===== src/rtl/braid_seq_pkg.sv =====
// rtl/braid_seq_pkg.sv - shared types and constants for the braid dose sequencer
package braid_seq_pkg;

  localparam int NUM_CHAN   = 3;
  localparam int DOSE_CNT_W = 16;

  typedef logic [1:0] chan_t;

  localparam chan_t CHAN_ILLEGAL = 2'd3;

  typedef enum logic [1:0] {
    ST_IDLE   = 2'd0,
    ST_OPEN   = 2'd1,
    ST_SETTLE = 2'd2
  } state_e;

  // One-hot valve drive for a channel; the illegal code maps to all-closed.
  function automatic logic [NUM_CHAN-1:0] chan_onehot(input chan_t chan);
    logic [NUM_CHAN-1:0] v;
    case (chan)
      2'd0:    v = 3'b001;
      2'd1:    v = 3'b010;
      2'd2:    v = 3'b100;
      default: v = 3'b000;
    endcase
    return v;
  endfunction

endpackage


===== src/rtl/dose_fifo.sv =====
// rtl/dose_fifo.sv - synchronous request FIFO with full/empty and synchronous flush
module dose_fifo #(
  parameter int WIDTH = 10,
  parameter int DEPTH = 4
) (
  input  logic             clk,
  input  logic             rst,
  input  logic             push,
  input  logic [WIDTH-1:0] wdata,
  input  logic             pop,
  input  logic             flush,
  output logic [WIDTH-1:0] rdata,
  output logic             full,
  output logic             empty
);

  localparam int AW = $clog2(DEPTH);
  localparam logic [AW:0] PTR_ONE = (AW+1)'(1);

  // Pointers carry one extra wrap bit so full and empty are distinguishable.
  logic [AW:0]      wr_ptr_q, wr_ptr_d;
  logic [AW:0]      rd_ptr_q, rd_ptr_d;
  logic [WIDTH-1:0] mem_q [DEPTH];
  logic [WIDTH-1:0] mem_d [DEPTH];

  assign empty = (wr_ptr_q == rd_ptr_q);
  assign full  = (wr_ptr_q[AW] != rd_ptr_q[AW]) &&
                 (wr_ptr_q[AW-1:0] == rd_ptr_q[AW-1:0]);
  assign rdata = mem_q[rd_ptr_q[AW-1:0]];

  // Next-state: flush wins over push/pop; push into a full queue is dropped.
  always_comb begin
    wr_ptr_d = wr_ptr_q;
    rd_ptr_d = rd_ptr_q;
    mem_d    = mem_q;
    if (flush) begin
      wr_ptr_d = '0;
      rd_ptr_d = '0;
    end else begin
      if (push && !full) begin
        mem_d[wr_ptr_q[AW-1:0]] = wdata;
        wr_ptr_d = wr_ptr_q + PTR_ONE;
      end
      if (pop && !empty) begin
        rd_ptr_d = rd_ptr_q + PTR_ONE;
      end
    end
  end

  // State registers with asynchronous reset to the empty queue.
  always_ff @(posedge clk or posedge rst) begin
    if (rst) begin
      wr_ptr_q <= '0;
      rd_ptr_q <= '0;
      for (int i = 0; i < DEPTH; i++) mem_q[i] <= '0;
    end else begin
      wr_ptr_q <= wr_ptr_d;
      rd_ptr_q <= rd_ptr_d;
      for (int i = 0; i < DEPTH; i++) mem_q[i] <= mem_d[i];
    end
  end

endmodule


===== src/rtl/braid_dose_sequencer.sv =====
// rtl/braid_dose_sequencer.sv - queued per-channel valve dosing with settle time and counters
module braid_dose_sequencer
  import braid_seq_pkg::*;
#(
  parameter int FIFO_DEPTH    = 4,
  parameter int VOL_W         = 8,
  parameter int SETTLE_CYCLES = 8
) (
  input  logic             clk,
  input  logic             rst,
  input  logic             req_valid,
  output logic             req_ready,
  input  logic [1:0]       req_chan,
  input  logic [VOL_W-1:0] req_vol,
  input  logic             abort,
  output logic [2:0]       valve_open,
  output logic             busy,
  output logic             done,
  output logic             err_chan,
  output logic [47:0]      dose_cnt
);

  localparam int              SW          = $clog2(SETTLE_CYCLES + 1);
  localparam logic [SW-1:0]   SETTLE_LAST = SW'(SETTLE_CYCLES - 1);
  localparam logic [SW-1:0]   SETTLE_ONE  = SW'(1);
  localparam logic [VOL_W-1:0] VOL_ONE    = VOL_W'(1);

  state_e                                state_q, state_d;
  chan_t                                 chan_q, chan_d;
  logic [VOL_W-1:0]                      vol_cnt_q, vol_cnt_d;
  logic [SW-1:0]                         settle_cnt_q, settle_cnt_d;
  logic                                  err_q, err_d;
  logic [NUM_CHAN-1:0][DOSE_CNT_W-1:0]   dose_cnt_q, dose_cnt_d;

  logic             fifo_full, fifo_empty;
  logic [VOL_W+1:0] fifo_rdata;
  logic             accept, push, pop, settle_last;
  chan_t            head_chan;
  logic [VOL_W-1:0] head_vol;

  assign head_chan   = fifo_rdata[VOL_W+1:VOL_W];
  assign head_vol    = fifo_rdata[VOL_W-1:0];
  assign req_ready   = !fifo_full;
  assign accept      = req_valid && req_ready && !abort;
  assign push        = accept && (req_chan != CHAN_ILLEGAL);
  assign pop         = (state_q == ST_IDLE) && !fifo_empty && !abort;
  assign settle_last = (state_q == ST_SETTLE) && (settle_cnt_q == SETTLE_LAST);

  dose_fifo #(
    .WIDTH (VOL_W + 2),
    .DEPTH (FIFO_DEPTH)
  ) u_fifo (
    .clk   (clk),
    .rst   (rst),
    .push  (push),
    .wdata ({req_chan, req_vol}),
    .pop   (pop),
    .flush (abort),
    .rdata (fifo_rdata),
    .full  (fifo_full),
    .empty (fifo_empty)
  );

  // Outputs decode registered state directly so reset closes valves without a clock.
  assign valve_open = (state_q == ST_OPEN) ? chan_onehot(chan_q) : 3'b000;
  assign busy       = (state_q != ST_IDLE) || !fifo_empty;
  assign done       = settle_last && !abort;
  assign err_chan   = err_q;
  assign dose_cnt   = dose_cnt_q;

  // Dose FSM: pop in IDLE, hold valve for vol cycles, then settle and count.
  always_comb begin
    state_d      = state_q;
    chan_d       = chan_q;
    vol_cnt_d    = vol_cnt_q;
    settle_cnt_d = settle_cnt_q;
    err_d        = err_q;
    dose_cnt_d   = dose_cnt_q;
    if (accept && (req_chan == CHAN_ILLEGAL)) err_d = 1'b1;
    if (abort) begin
      state_d      = ST_IDLE;
      vol_cnt_d    = '0;
      settle_cnt_d = '0;
    end else begin
      case (state_q)
        ST_IDLE: begin
          if (!fifo_empty) begin
            chan_d       = head_chan;
            vol_cnt_d    = head_vol;
            settle_cnt_d = '0;
            state_d      = (head_vol != '0) ? ST_OPEN : ST_SETTLE;
          end
        end
        ST_OPEN: begin
          if (vol_cnt_q == VOL_ONE) begin
            state_d      = ST_SETTLE;
            settle_cnt_d = '0;
          end else begin
            vol_cnt_d = vol_cnt_q - VOL_ONE;
          end
        end
        ST_SETTLE: begin
          if (settle_cnt_q == SETTLE_LAST) begin
            state_d = ST_IDLE;
            for (int c = 0; c < NUM_CHAN; c++) begin
              if (chan_q == chan_t'(c)) dose_cnt_d[c] = dose_cnt_q[c] + 16'd1;
            end
          end else begin
            settle_cnt_d = settle_cnt_q + SETTLE_ONE;
          end
        end
        default: state_d = ST_IDLE;
      endcase
    end
  end

  // State registers with asynchronous active-high reset.
  always_ff @(posedge clk or posedge rst) begin
    if (rst) begin
      state_q      <= ST_IDLE;
      chan_q       <= '0;
      vol_cnt_q    <= '0;
      settle_cnt_q <= '0;
      err_q        <= 1'b0;
      dose_cnt_q   <= '0;
    end else begin
      state_q      <= state_d;
      chan_q       <= chan_d;
      vol_cnt_q    <= vol_cnt_d;
      settle_cnt_q <= settle_cnt_d;
      err_q        <= err_d;
      dose_cnt_q   <= dose_cnt_d;
    end
  end

endmodule


===== config.mk =====
export PLATFORM = sky130hd
export DESIGN_NAME = braid_dose_sequencer
export DESIGN_NICKNAME = d
export VERILOG_FILES = /design/src/rtl/braid_seq_pkg.sv /design/src/rtl/dose_fifo.sv /design/src/rtl/braid_dose_sequencer.sv
export SDC_FILE = /design/constraint.sdc
export NUM_CORES = 1
export LEC_CHECK = 0
export CAP_MARGIN = 20
export CORE_ASPECT_RATIO = 0.9
export CORE_MARGIN = 3
export CORE_UTILIZATION = 55
export DETAILED_ROUTE_END_ITERATION = 7
export PLACE_DENSITY = 0.79
export RECOVER_POWER = 50
export SLEW_MARGIN = 20
export SYNTH_ARGS = -nofsm -noshare
export SYNTH_HDL_FRONTEND = slang
export SYNTH_SLANG_ARGS = --single-unit

===== constraint.sdc =====
create_clock -name clk -period 7.44 [get_ports clk]
set_clock_uncertainty 0.2 [all_clocks]
set_input_delay 1.488 -clock clk [delete_from_list [all_inputs] [get_ports clk]]
set_output_delay 1.488 -clock clk [all_outputs]
set_load 0.005 [all_outputs]

* Yosys cells after proc, flatten, opt, wreduce, memory -nomap -nowiden
Cells that the tools add are included.
Word-level totals: bits in registers 111, latch bits 0, RAM bits 0, bits in read-only memories 0, input port bits 14, word-level logic and storage cells 103, memories 0
Operators by class: $add $sub $neg 7, multipliers 0, div/mod/pow operators 0, $lt $le $gt $ge 3, eq/ne operators 16, shift operators 0, mux-type cells 27, bitwise logic cells 4, reduce and logical (&&, ||, !) cells 32
Operator list (number):
- $add A16 B1 Y16 const B | 3
- $bwmux W40 | 1
- $mux W10 | 3
- $mux W8 | 3
- $bmux W10 S2 | 1
- $demux W10 S2 | 1
- $mux W4 | 4
- $pmux W8 S2 | 1
- $reduce_and A4 Y1 | 4
- $mux W3 | 5
- $logic_and A1 B1 Y1 | 12
- $pmux W4 S3 | 1
- $mux W2 | 5
- $ne A3 B3 Y1 const B | 3
- $pmux W3 S3 | 1
- $reduce_and A3 Y1 | 3
- $eq A8 B1 Y1 const B | 1
- $reduce_bool A8 Y1 | 1
- $sub A8 B1 Y8 const B | 1
- $add A3 B1 Y3 const B | 2
- $eq A2 B2 Y1 const B | 3
- $ge A3 B3 Y1 const B | 2
- $ne A3 B2 Y1 const B | 2
- $not A2 Y3 | 2
- other kinds (17) | 24

* Depth between registers and ports, before layout
depth in word-level cells 9, mapped depth 7, depth with buffers taken out 6

* Modules after synthesis
A second synthesis with hierarchy kept.
Unflattened totals: cells, all modules 479, area total of the unflattened synthesis 5750.5 µm²
By module, submodules not included:
- braid_dose_sequencer | times used 1, cells each 321, area each 3389.5 µm², sequential area each 1626.6 µm²
- dose_fifo | times used 1, cells each 158, area each 2361.0 µm², sequential area each 1151.1 µm²

* Worst setup path before layout
Ideal clock, no wire load.
path kind input port to output port, start input abort, end output done, arrival 1986 ps, data required time 5752 ps, path slack 3766 ps, cell stages on the path 3, cell sequence nand2b_1 -> clkbuf_1 -> nor2_1
Between the ends: word-level cells in the longest chain between the ends 2
Ends and longest elaborated chain:
- start, declared | RTL line braid_dose_sequencer.sv:15 | input logic abort,
- $logic_not A1 Y1 | RTL line braid_dose_sequencer.sv:67 | assign done = settle_last && !abort;
- $logic_and A1 B1 Y1 | RTL line braid_dose_sequencer.sv:67
- end, declared | RTL line braid_dose_sequencer.sv:18 | output logic done,
No other way between the ends.

* Final worst setup path
Ends and elaborated chain as after synthesis.

==> metrics <==
root buffer cell clkbuf_8; DRT iter0 DRCs between 200 and 250; min Tclk post-route 5283 ps; CTS Buf Count 9; routed wire length 11580 um; Seq cells post-synth ~110; Max Slew Vio Count 54; area growth from synthesis to layout 18.47%; Synthesized Nets 491; failing checks max-capacitance violations, max-slew violations; GRT Resource Usage Total 20.93%; TritonCTS clock tree built; DR vias 3937; RD Place Congestion 0.8439; Final #Nets 559; CP required 5750 ps; Leak Pwr 2.975 nW; Max-Cap Viols 1; fin crit share 71.01%; Worst-Margin Slew 2299 ps; RSZ-0062 raised after global routing no; Initial Utilization 56.68%; Mapped Cells 463; commonest non-fill, non-tap cell in the layout dfrtp_1; Power Dens Cells 254.3 nW/um^2; setup ws final between 2000 and 2500 ps; Clock Latency Late Sink between 300 and 400 ps; WL per Instance 17.49 um; Hold Crit Class register to register; # diodes 0; Post-synth EDFFs 0; Post-Place Worst Slack 2156 ps; Yosys top cell by area dfrtp_1; FFs w/ async S/R, synth 100.0%; Die Footprint 11280 sq um; Critical Path Sink Type output port; largest cells by area after synthesis dfrtp_1 50%, mux2_2 9.0%, xnor2_1 5.2%; Synth Flop Type dfrtp_1; I/O Buffers slightly below 70; layout cells sized above 1 15.11%; CTS clk-pin slew, worst paths 100 ps; row count 34; Synth top area share 50.31%; initial antenna violation count 0; Sink Count ~110; H-Tree Depth 3; DRC viols 0; pin count of the biggest net entering global routing 60; arrival time worst endpoint 3600 ps; mapped cell area about 5500 sq um; die height 101.1 um; Post-CTS Resized 0; Die Wd 111.6 um; filler instances 729; core footprint 9742 sq um; ANT nets after route 0; DP Cell Count 646; vias in the first global route 3838; status finished with violations; register area share after synthesis 50.31%; Synth Warn # 0; Final Hold Viols 0; clk buf depth 2; drt first pass iters 5; first-pass GRT wire length 19190 um; final setup vio count 0; setup_tns 0 ps; Worst Setup Start Kind input pin; gr ovfl total 0; postcts setup bufs 0; f_max about 190 MHz; Rel. slew slack -54.13%; Mean Syn Cell Area about 12 sq um; Crit Path Max Fanout 20; DP Wirelength between 8000 and 9000 um; Reg area 2778 sq um; Synth cell types 54; vias per cell 5.947; # IOs 69; Cell Count, Final, Fillers Out 662; worst vdd ir 186.6 uV; hold buffer count at CTS 0; multi-input logic area 2613 sq um; most frequent cells in the layout 111 x dfrtp_1, 51 x dlygate4sd3_1, 44 x mux2_2; Setup Crit Path Kind input pin to output port
==> state kept, by name, summed over array words and instances, names as in the netlist <==
register and flops:
vol_cnt_q 8, settle_cnt_q 4, u_fifo.wr_ptr_q 3, chan_q 2, u_fifo.mem_q 40, u_fifo.rd_ptr_q 3
state_q 2, dose_cnt 48, err_chan 1
==> worst paths after layout <==
path                                                      from                      endpoint  slack, ps  cells past startpoint
worst max register to register  u_fifo.rd_ptr_q[0]$_DFFE_PP0P_   u_fifo.mem_q[9]$_DFFE_PP0P_       4500                      4
worst min-delay path                  dose_cnt[15]$_DFFE_PP0P_      dose_cnt[15]$_DFFE_PP0P_        270                      1
worst min register to register        dose_cnt[15]$_DFFE_PP0P_      dose_cnt[15]$_DFFE_PP0P_        270                      1
min in group asynchronous                                  rst      dose_cnt[18]$_DFFE_PP0P_       1980                      2
worst max-delay path                                     abort                          done       2160                      4
max in group asynchronous                                  rst  u_fifo.mem_q[10]$_DFFE_PP0P_       3510                      3
==> kinds of logic (layout without fill, tap and decap cells) <==
kind of cell	count (synthesis)	in the layout	synth area share (%)
AOI/OAI and AO/OA	42	42	5.711
xor gates and xnor gates	53	53	8.407
adders and majority gates	14	14	3.172
buffers and inverters	33	106	2.379
DFF	111	111	50.31
muxes	58	58	13.85
and+or+nand+nor	152	152	16.18
==> synthesized netlist by cell type, types with 3 or more instances <==
library cell and count:
clkbuf_1 7, nand4b_1 3, nor4_2 3, nand2_2 3, a41oi_1 3, and4_1 7
xnor2_1 33, nor3_1 15, dfrtp_1 111, nand4_1 20, o41ai_1 3, and2_1 7
nor3b_1 4, nand3_1 17, nor4_1 7, o31ai_1 3, nand2_1 24, or4_1 3
nand2b_1 6, mux2i_1 4, xor2_1 20, nor2_1 13, mux4_2 9, o21ai_0 8
nor2b_1 4, ha_1 14, inv_1 21, mux2_2 44, a31oi_1 5, buf_2 3
and3_1 7, a21oi_1 5
==> where the power goes <==
group	leakage, nW	switching, mW	internal, mW
Clock	0.112	0.214	0.194
Combinational	1.40	0.240	0.227
Sequential	1.46	0.0903	0.699
==> area by class of cell <==
cell class,instances,area share [%]
clock buffers,9,1.894
clock inverters,7,1.549
inverters,21,1.224
multi-input cells,319,39.94
flip-flops and latches,111,42.46
well taps,126,2.410
repair buffers,69,10.52
==> critical path: stages <==
cell and delay [ps]:
dlygate4sd3_1 1020, nand2b_1 430, nor2_1 140, clkdlybuf4s50_1 500
==> per-layer routing <==
metal	GRT usage (%)	part of all wire (%)	vias to the layer above
li1	-	-	1834
met1	28.48	46	2001
met2	35.19	49	96
met3	5.042	4.3	6
met4	3.555	0.68	0
met5	0	0	-
==> stage by stage <==
stage | power, mW | hold WS, ps | utilization [%] | area [sq um]
after floorplan | 1.134 | 260.2 | - | 5522
after global placement | 1.236 | 256.8 | 64.85 | 6317
after detailed placement | 1.262 | 267.4 | 64.85 | 6317
after CTS | 1.667 | 281.7 | 67.16 | 6543
after global routing | 1.757 | 308.3 | 67.15 | 6541
final | 1.664 | 272.2 | 67.15 | 6541
Power figures use the tool's default switching activity.
